File: config.mk
export PLATFORM = sky130hd
export DESIGN_NAME = sdram_port_arbiter
export DESIGN_NICKNAME = d
export VERILOG_FILES = /design/src/rtl/sdram_port_arbiter.sv
export SDC_FILE = /design/constraint.sdc
export NUM_CORES = 1
export LEC_CHECK = 0
export ABC_AREA = 1
export CORE_MARGIN = 2
export CORE_UTILIZATION = 46
export CTS_CLUSTER_SIZE = 16
export DETAILED_ROUTE_END_ITERATION = 16
export HOLD_SLACK_MARGIN = 0.05
export PLACE_DENSITY = 0.91
export SLEW_MARGIN = 5
export SYNTH_ARGS = -nofsm -noshare
export SYNTH_HDL_FRONTEND = slang
export SYNTH_HIERARCHICAL = 1
export SYNTH_SLANG_ARGS = --single-unit
File: constraint.sdc
create_clock -name clk -period 5.1 [get_ports clk]
set_input_delay 1.275 -clock clk [delete_from_list [all_inputs] [get_ports clk]]
set_output_delay 1.275 -clock clk [all_outputs]
set_load 0.1 [all_outputs]
File: src/rtl/sdram_port_arbiter.sv
// Round-robin arbiter for a CPU bridge (port 0) and DMA (port 1) onto one SDRAM controller; command is issued the cycle after grant.
// Requesters stall on mN_waitreq until acceptance; reads also stall while MAX_PEND reads await data, which returns in issue order.
module sdram_tag_fifo #(
  parameter int DEPTH = 4
) (
  input  logic clk,
  input  logic reset_n,
  input  logic i_push,
  input  logic i_push_dat,
  input  logic i_pop,
  output logic o_head_dat,
  output logic o_empty,
  output logic o_full
);
  localparam int AW = $clog2(DEPTH);
  localparam int CW = $clog2(DEPTH) + 1;

  logic [DEPTH-1:0] r_mem;
  logic [AW-1:0]    r_wptr;
  logic [AW-1:0]    r_rptr;
  logic [CW-1:0]    r_count;

  assign o_empty    = (r_count == '0);
  assign o_full     = (r_count == CW'(DEPTH));
  assign o_head_dat = r_mem[r_rptr];

  always_ff @(posedge clk or negedge reset_n) begin
    if (!reset_n) begin
      r_mem   <= '0;
      r_wptr  <= '0;
      r_rptr  <= '0;
      r_count <= '0;
    end else begin
      if (i_push) begin
        r_mem[r_wptr] <= i_push_dat;
        r_wptr        <= r_wptr + AW'(1);
      end
      if (i_pop) begin
        r_rptr <= r_rptr + AW'(1);
      end
      if (i_push && !i_pop) begin
        r_count <= r_count + CW'(1);
      end else if (!i_push && i_pop) begin
        r_count <= r_count - CW'(1);
      end
    end
  end
endmodule

module sdram_port_arbiter #(
  parameter int MAX_PEND = 4
) (
  input  logic        clk,
  input  logic        reset_n,
  input  logic [21:0] m0_addr,
  input  logic [21:0] m1_addr,
  input  logic [1:0]  m0_be_n,
  input  logic [1:0]  m1_be_n,
  input  logic [15:0] m0_wdata,
  input  logic [15:0] m1_wdata,
  input  logic        m0_rd_n,
  input  logic        m1_rd_n,
  input  logic        m0_wr_n,
  input  logic        m1_wr_n,
  output logic        m0_waitreq,
  output logic        m1_waitreq,
  output logic [15:0] m0_rdata,
  output logic [15:0] m1_rdata,
  output logic        m0_valid,
  output logic        m1_valid,
  output logic [21:0] az_addr,
  output logic [1:0]  az_be_n,
  output logic [15:0] az_data,
  output logic        az_rd_n,
  output logic        az_wr_n,
  input  logic [15:0] za_data,
  input  logic        za_valid,
  input  logic        za_waitrequest,
  output logic        proto_err
);
  typedef enum logic {IDLE = 1'b0, ISSUE = 1'b1} state_t;

  state_t      r_state;
  state_t      w_state_nxt;
  logic        r_grant;
  logic        r_last;
  logic        r_is_wr;
  logic [21:0] r_az_addr;
  logic [1:0]  r_az_be_n;
  logic [15:0] r_az_data;
  logic        r_az_rd_n;
  logic        r_az_wr_n;
  logic        r_m0_valid;
  logic        r_m1_valid;
  logic [15:0] r_m0_rdata;
  logic [15:0] r_m1_rdata;
  logic        r_proto_err;

  logic w_req0, w_req1, w_wr0, w_wr1, w_elig0, w_elig1;
  logic w_pick, w_pick_wr, w_grant_go, w_gnt_req;
  logic w_accept, w_m0_waitreq, w_m1_waitreq;
  logic w_push, w_pop, w_head, w_empty, w_full;

  // Both strobes low counts as a write; reads wait for a free tag slot.
  assign w_req0     = !m0_rd_n || !m0_wr_n;
  assign w_req1     = !m1_rd_n || !m1_wr_n;
  assign w_wr0      = !m0_wr_n;
  assign w_wr1      = !m1_wr_n;
  assign w_elig0    = w_req0 && (w_wr0 || !w_full);
  assign w_elig1    = w_req1 && (w_wr1 || !w_full);
  assign w_pick     = (w_elig0 && w_elig1) ? !r_last : w_elig1;
  assign w_pick_wr  = w_pick ? w_wr1 : w_wr0;
  assign w_grant_go = (r_state == IDLE) && (w_elig0 || w_elig1);
  assign w_gnt_req  = r_grant ? w_req1 : w_req0;
  assign w_push     = w_accept && !r_is_wr;
  assign w_pop      = za_valid && !w_empty;

  always_ff @(posedge clk or negedge reset_n) begin
    if (!reset_n) begin
      r_state <= IDLE;
    end else begin
      r_state <= w_state_nxt;
    end
  end

  always_comb begin
    w_state_nxt = r_state;
    case (r_state)
      IDLE:    if (w_elig0 || w_elig1) w_state_nxt = ISSUE;
      ISSUE:   if (!za_waitrequest) w_state_nxt = IDLE;
      default: w_state_nxt = IDLE;
    endcase
  end

  always_comb begin
    w_accept     = 1'b0;
    w_m0_waitreq = 1'b1;
    w_m1_waitreq = 1'b1;
    if (r_state == ISSUE && !za_waitrequest) begin
      w_accept = 1'b1;
      if (r_grant) w_m1_waitreq = 1'b0;
      else         w_m0_waitreq = 1'b0;
    end
  end

  always_ff @(posedge clk or negedge reset_n) begin
    if (!reset_n) begin
      r_grant     <= 1'b0;
      r_last      <= 1'b1;
      r_is_wr     <= 1'b0;
      r_az_addr   <= '0;
      r_az_be_n   <= 2'b11;
      r_az_data   <= '0;
      r_az_rd_n   <= 1'b1;
      r_az_wr_n   <= 1'b1;
      r_m0_valid  <= 1'b0;
      r_m1_valid  <= 1'b0;
      r_m0_rdata  <= '0;
      r_m1_rdata  <= '0;
      r_proto_err <= 1'b0;
    end else begin
      if (w_grant_go) begin
        r_grant   <= w_pick;
        r_is_wr   <= w_pick_wr;
        r_az_addr <= w_pick ? m1_addr : m0_addr;
        r_az_be_n <= w_pick ? m1_be_n : m0_be_n;
        r_az_data <= w_pick ? m1_wdata : m0_wdata;
        r_az_rd_n <= w_pick_wr;
        r_az_wr_n <= !w_pick_wr;
      end else if (w_accept) begin
        r_az_rd_n <= 1'b1;
        r_az_wr_n <= 1'b1;
        r_last    <= r_grant;
      end
      r_m0_valid <= w_pop && !w_head;
      r_m1_valid <= w_pop && w_head;
      if (w_pop && !w_head) r_m0_rdata <= za_data;
      if (w_pop && w_head)  r_m1_rdata <= za_data;
      // Orphan return data or a requester abandoning an in-flight command.
      if ((za_valid && w_empty) || (r_state == ISSUE && !w_gnt_req)) begin
        r_proto_err <= 1'b1;
      end
    end
  end

  sdram_tag_fifo #(.DEPTH(MAX_PEND)) u_tag_fifo (
    .clk        (clk),
    .reset_n    (reset_n),
    .i_push     (w_push),
    .i_push_dat (r_grant),
    .i_pop      (w_pop),
    .o_head_dat (w_head),
    .o_empty    (w_empty),
    .o_full     (w_full)
  );

  assign m0_waitreq = w_m0_waitreq;
  assign m1_waitreq = w_m1_waitreq;
  assign m0_rdata   = r_m0_rdata;
  assign m1_rdata   = r_m1_rdata;
  assign m0_valid   = r_m0_valid;
  assign m1_valid   = r_m1_valid;
  assign az_addr    = r_az_addr;
  assign az_be_n    = r_az_be_n;
  assign az_data    = r_az_data;
  assign az_rd_n    = r_az_rd_n;
  assign az_wr_n    = r_az_wr_n;
  assign proto_err  = r_proto_err;
endmodule

# After elaboration in Yosys (flattened, before gate mapping)
# Cells that the tools add are included.
dict set report word_totals {
  output_inout_bits 79
  latchBits 0
  in_bits 104
  register_bits 92
  ramBits 0
  mem_bits_ro 0
  mem_count 0
  wordCells 90
}
dict set report op_classes {
  n_shift 0
  n_div 0
  reduce_logical 38
  n_mul 0
  muxes 24
  n_bitwise 2
  n_eq_ne 1
  addsub 4
  order_cmp 3
}
# operator n
set op_table {}
lappend op_table {{22-bit two-way mux} 1}
lappend op_table {{16-bit two-way mux} 1}
lappend op_table {{1-bit two-way mux} 15}
lappend op_table {{1-bit logical AND} 14}
lappend op_table {{1-bit logical NOT} 14}
lappend op_table {{1-bit logical OR} 6}
lappend op_table {{2-bit by 3-bit less-than comparator with 1-bit output, second input constant} 2}
lappend op_table {{3-bit two-way mux} 2}
lappend op_table {{2-bit by 1-bit adder with 2-bit output, second input constant} 2}
lappend op_table {{4-bit bitwise mux} 1}
lappend op_table {{2-bit nonzero test} 2}
lappend op_table {{3-bit by 1-bit adder with 3-bit output, second input constant} 1}
lappend op_table {{3-bit == test, second input constant} 1}
lappend op_table {{3-bit logical NOT} 1}
lappend op_table {{3-bit by 1-bit subtractor with 3-bit output, second input constant} 1}
lappend op_table {{1-bit binary-select mux with 2-bit select} 1}
lappend op_table {{1-bit demux with 2-bit select} 1}
lappend op_table {{2-bit by 1-bit >= comparator with 1-bit output, second input constant} 1}
lappend op_table {{2-bit two-way mux} 1}
lappend op_table {{1-bit inverter} 2}
lappend op_table {{1-bit one-hot mux with 2 select lines} 1}
lappend op_table {{2-bit AND reduction} 1}

# Depth between registers and ports, before layout
# Gate-level depths: netlist (run 1).
dict set report depth {
  ltp_word 9
  ltp_mapped 11
  ltp_nobuf 11
}

# Cells and area by module
# The synthesis (run 1) kept the hierarchy.
# mod seq_area_each_um2 cells_per_inst instances area_per_inst_um2
set by_module_without_submodules {}
lappend by_module_without_submodules {sdram_port_arbiter 2033.2 477 1 3799.9}
lappend by_module_without_submodules {sdram_tag_fifo 275.3 63 1 570.5}

# Worst setup path before layout (run 1)
# No wires, ideal clock.
dict set report synth_timing {
  path_kind {input-to-output}
  start {input port za_waitrequest}
  end {output port m1_waitreq}
  path_buffers 0
  arrival_ns 2.125
  required_time_ns 3.825
  path_stages 4
  path_slack_ns 1.700
  path_cell_list {inv_1 > nand2_1 > inv_1 > nand2_1}
}
dict set report synth_via {
  elab_chain_cells 3
}
# item line_no
set synth_rtl {}
lappend synth_rtl {{start: declaration} 78} ;# input logic za_waitrequest,
lappend synth_rtl {{1-bit logical NOT} 139} ;# if (r_state == ISSUE && !za_waitrequest) begin
lappend synth_rtl {{1-bit logical AND} 139}
lappend synth_rtl {{1-bit two-way mux} 139}
lappend synth_rtl {{end: declaration} 66} ;# output logic m1_waitreq,
# Every way passes these cells.

# Worst setup path in the final report (run 1)
# Same ends and word-level chain as after synthesis.

==> summary.md, run 1 <==
| Metric | Value |
|---|---|
| Net count after synthesis | 650 |
| Post-DRT Antenna Nets | 0 |
| Yosys warns | 6 |
| Synth Instances | between 500 and 600 |
| # diodes | 0 |
| Crit path DAT | 2.41 ns |
| Hold Crit Start | az_be_n[1] |
| Initial Utilization | 0.473 |
| Hold depth | 2 |
| Vias in the first global route | approximately 4k |
| Initial antenna violation count | 0 |
| Post-Syn Area | 4370 um^2 |
| Worst skew pair latency | around 0.35 ns |
| Drt pass-1 iters | 4 |
| Setup Viol. Count Final | 0 |
| Detailed placement HPWL | ~8700 um |
| Clk buf depth | 2 |
| Largest net degree at the start of global routing | between 50 and 60 |
| Overflow left after global routing | 0 |
| Synth cell types | 27 |
| Fin cells | about 840 |
| Worst rel slew slack | 0.312 |
| Via count | about 4.2k |
| # H-tree levels | 3 |
| Final TNS setup | 0 ns |
| Status | finished, final reports clean |
| Layout cells sized above 1 | 0.0448 |
| Critical Path Start Type | input pin |
| Synth Register Bits | ~90 |
| Avg Inst Size Synth | around 8 um^2 |
| I/O pins | 183 |
| Seq/Total Area, Yosys | 0.528 |
| CTS tree | done |
| Reg clk slew, reported paths | around 0.10 ns |
| Maximum fanout along the worst path | 4 |
| CP endpoint kind | output pin |
| Reg2Reg Depth | 8 |
| Final core occ | 0.696 |
| Slew @ Worst Pin | just over 1 ns |
| Chip width | roughly 100 um |
| Register area | around 2300 um^2 |
| Fmax achieved | ~270 MHz |
| Row cnt | 35 |
| Final-report hold violation count | 0 |
| Final hold slack | around 0.47 ns |
| Clock skew | around 0.013 ns |
| R2R Path End | r_is_wr |
| Max-Cap Viols | 0 |
| DRC errors left | 0 |
| Initial drt markers | ~140 |
| RSZ-0062 raised after global routing | no |
| Post-DR vias/cell | 4.95 |
| Placed Cells incl. Taps | 827 |
| Fin crit share | 0.723 |
| Post-CTS Setup Inserts | 0 |
| Average wire per standard cell | 14.0 um |
| Synthesis-to-layout area growth | 47.2% |
| PortBufs | 182 |
| Die area | between 10000 and 15000 um^2 |
| Fill count | between 700 and 800 |
| Final Wtd Congestion | about 0.85 |
| Hold endpoint | az_be_n[1] |
| CTS buffer count | 9 |
| CTS root buffer | clkbuf_8 |
| Layout Nets | ~820 |
| Hold-fix buffer count after cts | 0 |
| Detailed Route WL | 11800 um |
| Worst path required time | roughly 3.8 ns |
| Multi-input gate area | between 1500 and 2000 um^2 |
| Worst Setup Path Type | input pin to output pin |
| Total GRT Usage | 0.230 |
| # resized after CTS | 0 |
| Global-route wire length before repair | 18600 um |
| Hold crit path type | flip-flop to flip-flop |
| Max-slew violations | 0 |
| R2R setup slack | ~1.9 ns |
| Clk sinks | 92 |
| CORE AREA | between 9000 and 10000 um^2 |
| Die height | around 100 um |
| Period minus WS final | roughly 3.7 ns |
| Reg-to-reg startpoint | u_tag_fifo/r_count[1] |
==> critical path, cell delays in order <==
cell and delay [ns]:
clkdlybuf4s50_1 0.45, inv_1 0.05, nand2_1 0.12, inv_1 0.09
nand2_1 0.12, buf_4 0.31
==> how the worst max path moves through the flow <==
| stage | startpoint | endpoint | slack, ns | cells after the start |
|---|---|---|---|---|
| 2_1_floorplan | za_waitrequest | m1_waitreq | 1.70 | 4 |
| 3_3_place_gp | m0_wr_n | az_rd_n | 1.26 | 8 |
| 3_5_place_dp | m0_wr_n | r_is_wr | 1.13 | 8 |
| 4_1_cts | za_waitrequest | m1_waitreq | 1.41 | 6 |
| 5_1_grt | m0_wr_n | r_is_wr | 1.23 | 8 |
| 6_report | za_waitrequest | m1_waitreq | 1.41 | 6 |
==> sequential cells by signal (all words and copies together) (netlist names) <==
register            cells
u_tag_fifo/r_count      3
r_is_wr                 1
az_be_n                 2
az_rd_n                 1
m1_valid                1
az_addr                22
r_last                  1
u_tag_fifo/r_wptr       2
proto_err               1
r_state                 1
az_wr_n                 1
az_data                16
u_tag_fifo/r_rptr       2
m0_valid                1
m0_rdata               16
r_grant                 1
m1_rdata               16
u_tag_fifo/r_mem        4
==> layout by cell type (no fill, tap or decap), drive strengths merged <==
cell type / count
a21oi: 5
buf: 5
bufinv: 1
clkbuf: 10
clkdlybuf4s50: 179
clkinv: 2
clkinvlp: 1
dfrtp: 87
dfstp: 5
fa: 1
ha: 5
inv: 71
nand2: 216
nand3: 42
nand3b: 30
nand4: 1
nor2: 4
nor3: 2
o211ai: 2
o21ai: 41
xnor2: 1
xor2: 3
==> final cells by class <==
cell class	instances	area share
timing repair buffer	184	0.284
clock buffer	10	0.0214
clock inverter	6	0.0107
tap	129	0.0251
inverter	69	0.0402
sequential	92	0.359
multi-input combinational	353	0.260
==> cells in the mapped netlist <==
cell | count | share of area
nor2_1 | 4 | 0.0034
a21oi_1 | 4 | 0.0046
a21oi_2 | 1 | 0.0020
fa_1 | 1 | 0.0046
o21ai_1 | 5 | 0.0057
nand3b_1 | 30 | 0.052
xor2_1 | 3 | 0.0060
inv_2 | 1 | 0.00086
nand3_2 | 1 | 0.0023
nand4_1 | 1 | 0.0014
o211ai_1 | 2 | 0.0034
nor3_1 | 2 | 0.0023
nand2_2 | 1 | 0.0014
nand2_1 | 214 | 0.18
xnor2_1 | 1 | 0.0020
nand2_4 | 1 | 0.0026
dfstp_2 | 5 | 0.030
o21ai_0 | 35 | 0.040
buf_6 | 1 | 0.0026
o21ai_2 | 1 | 0.0020
ha_1 | 5 | 0.014
clkbuf_1 | 3 | 0.0026
inv_1 | 68 | 0.058
nand3_1 | 41 | 0.047
buf_4 | 3 | 0.0052
buf_2 | 19 | 0.022
dfrtp_1 | 87 | 0.50
==> layer usage <==
layer	GRT usage	vias to the layer above	wire [um]	part of all wire
met2	0.398	184	5850	0.50
met5	0	-	0	0
met1	0.281	1958	4800	0.41
met4	0.0863	0	232	0.020
met3	0.0531	22	922	0.078
li1	-	2005	-	-
==> kinds of logic after synthesis <==
group	share of synthesized area
AO/OA/AOI/OAI	0.0578
XOR/XNOR	0.00802
buffers and inverters	0.0913
adder cells (fa/ha/maj)	0.0189
AND/OR/NAND/NOR	0.296
flip-flops	0.528
==> metrics by stage <==
stage	area, um^2	worst slack [ns]
2_1_floorplan	4370	1.70
3_3_place_gp	6230	1.26
3_5_place_dp	6230	1.13
4_1_cts	6430	1.41
5_1_grt	6430	1.23
6_report	6430	1.41
Power of run 1 is not shown: default switching activity piles up to over one toggle a cycle in this logic, so the estimate is an artifact.
==> run 2: changes to the inputs <==
--- a/config.mk
+++ b/config.mk
@@ -7,11 +7,11 @@
 export LEC_CHECK = 0
 export ABC_AREA = 1
 export CORE_MARGIN = 2
-export CORE_UTILIZATION = 46
+export CORE_UTILIZATION = 43
 export CTS_CLUSTER_SIZE = 16
 export DETAILED_ROUTE_END_ITERATION = 16
 export HOLD_SLACK_MARGIN = 0.05
-export PLACE_DENSITY = 0.91
+export PLACE_DENSITY = 0.87
 export SLEW_MARGIN = 5
 export SYNTH_ARGS = -nofsm -noshare
 export SYNTH_HDL_FRONTEND = slang
==> constraint.sdc (replaced) <==
create_clock -name clk -period 3.6 [get_ports clk]
set_input_delay 0.9 -clock clk [delete_from_list [all_inputs] [get_ports clk]]
set_output_delay 0.9 -clock clk [all_outputs]
set_load 0.1 [all_outputs]
==> run 2 against run 1 <==
  * Sequential share of layout area is 0.63 points higher
  * Via count is 3.7% lower
  * Final area is 1.7% lower
  * Global-route usage is 2.1 points lower
  * Cell count is 0.59% higher
  * Die area is 6.7% higher
  * Critical path depth stayed put
  * Critical path type unchanged
==> summary.md, run 2 (same netlist as run 1, synthesis figures left out) <==
| Metric | Value |
|---|---|
| Status | finished, final reports clean |
| Fin crit share | 0.793 |
| # H-tree levels | 3 (unchanged) |
| Worst path cell trace | clkdlybuf4s50_1 > inv_1 > nand2_1 > inv_1 > nand2_1 > buf_12 |
| I/O pins | 183 (unchanged) |
| Critical Path Start Type | input pin |
| CP max-delay cell | clkdlybuf4s50_1 |
| Worst skew pair latency | 0.35 ns (about the same) |
| Max reg flops | 22 (unchanged) |
| # diodes | 0 (unchanged) |
| RSZ-0062 raised after global routing | no |
| Max-Cap Viols | 0 (unchanged) |
| Die area | 11000 um^2 (+6.7%) |
| CTS tree | done |
| Average wire per standard cell | 13.3 um (-5.1%) |
| Row cnt | 36 (+2.9%) |
| Layout Nets | 820 (+0.12%) |
| CORE AREA | 9820 um^2 (+6.3%) |
| Via count | 4016 (-3.7%) |
| Clock skew | 0.0154 ns (+0.00198 ns) |
| Most frequent cells in the layout | nand2_1 (214), clkdlybuf4s50_1 (129), dfrtp_1 (87) |
| Multi-input gate area | 1670 um^2 (unchanged) |
| CTS root buffer | clkbuf_8 |
| CTS buffer count | 9 (unchanged) |
| Die height | 105 um (+3.3%) |
| Most common cell after layout, fill and taps aside | nand2_1 |
| Layout cells sized above 1 | 0.116 (+0.0713) |
| Fmax achieved | between 300 and 400 MHz |
| Maximum fanout along the worst path | 4 (unchanged) |
| Worst Setup Path Type | input pin to output pin |
| Register area | 2310 um^2 (unchanged) |
| Setup Viol. Count Final | 0 (unchanged) |
| Clk sinks | 92 (unchanged) |
| CP endpoint kind | output pin |
| Final Wtd Congestion | 0.802 (-6.2%) |
| Final-report hold violation count | 0 (unchanged) |
| Initial antenna violation count | 0 (unchanged) |
| Largest net degree at the start of global routing | 93 (+75%) |
| Total GRT Usage | 0.209 (-0.0211) |
| Reg clk slew, reported paths | 0.09 ns (about the same) |
| Max incr delay on CP | 0.46 ns (about the same) |
| Hold-fix buffer count after cts | 0 (unchanged) |
| R2R setup slack | 1.29 ns (-0.60 ns) |
| Global-route wire length before repair | 18800 um (+1.0%) |
| Max-slew violations | 0 (unchanged) |
| Worst rel slew slack | 0.252 (-0.0598) |
| Fill count | 820 (+14%) |
| # resized after CTS | 0 (unchanged) |
| Slew @ Worst Pin | 1.12 ns (+0.0929 ns) |
| Chip width | 105 um (+3.3%) |
| Overflow left after global routing | 0 (unchanged) |
| Clk buf depth | 2 (unchanged) |
| Hold crit path type | flip-flop to flip-flop |
| Vias in the first global route | 3940 (-2.8%) |
| Post-DR vias/cell | 4.74 (-4.2%) |
| Detailed Route WL | 11300 um (-4.5%) |
| Drt pass-1 iters | 4 (unchanged) |
| Post-CTS Setup Inserts | 0 (unchanged) |
| Final TNS setup | 0 ns (unchanged) |
| Synthesis-to-layout area growth | 44.7% |
| Post-DRT Antenna Nets | 0 (unchanged) |
| Period minus WS final | between 2 and 3 ns |
| Initial drt markers | 192 (+40%) |
| Detailed placement HPWL | 8220 um (-5.6%) |
| PortBufs | 182 (unchanged) |
| Initial Utilization | 0.445 (-0.0279) |
| DRC errors left | 0 (unchanged) |
| Worst path required time | 2.70 ns (-1.13 ns) |
| Crit path DAT | 1.95 ns (-0.46 ns) |
==> run 2: cell type report <==
type / count / share of cell area
Sequential cell: 92 / 0.365
Timing Repair Buffer: 185 / 0.275
Inverter: 69 / 0.0410
Clock buffer: 10 / 0.0218
Tap cell: 133 / 0.0263
Clock inverter: 6 / 0.00712
Multi-Input combinational cell: 353 / 0.264
==> run 2: worst max-delay path: cells and delay by family <==
kind / cells / cell delay (ns)
buffers and inverters: 4 / 0.79
AND/OR/NAND/NOR: 2 / 0.27
==> run 2: final timing paths <==
path                                     to                   from  cells after the start
worst min-delay path             az_be_n[1]             az_be_n[1]                      2
worst min register to register   az_be_n[1]             az_be_n[1]                      2
worst max-delay path             m1_waitreq         za_waitrequest                      6
min in group asynchronous       m1_rdata[2]                reset_n                      1
max in group asynchronous       az_addr[20]                reset_n                      1
worst max register to register      r_is_wr  u_tag_fifo/r_count[0]                      8
==> run 2: routing by layer <==
| layer | up-vias | share of wire | global-route usage | routed length (um) |
|---|---|---|---|---|
| met4 | 0 | 0.016 | 0.0724 | 184 |
| met5 | - | 0 | 0 | 0 |
| met2 | 134 | 0.49 | 0.366 | 5560 |
| met1 | 1862 | 0.43 | 0.255 | 4860 |
| met3 | 14 | 0.059 | 0.0430 | 660 |
| li1 | 2006 | - | - | - |
==> run 2: metrics by stage <==
| step | setup WS (ns) | instances | hold slack [ns] | instance area [um^2] | utilization |
|---|---|---|---|---|---|
| 3_5_place_dp | 0.623 | 832 | 0.460 | 6140 | 0.625 |
| 3_3_place_gp | 0.682 | 832 | 0.459 | 6140 | 0.625 |
| 5_1_grt | 0.710 | 848 | 0.501 | 6320 | 0.644 |
| 4_1_cts | 0.749 | 848 | 0.476 | 6320 | 0.644 |
| 2_1_floorplan | 0.950 | 540 | 0.450 | 4370 | - |
| 6_report | 0.746 | 848 | 0.475 | 6320 | 0.644 |
Power of run 2 is left out for the same reason.
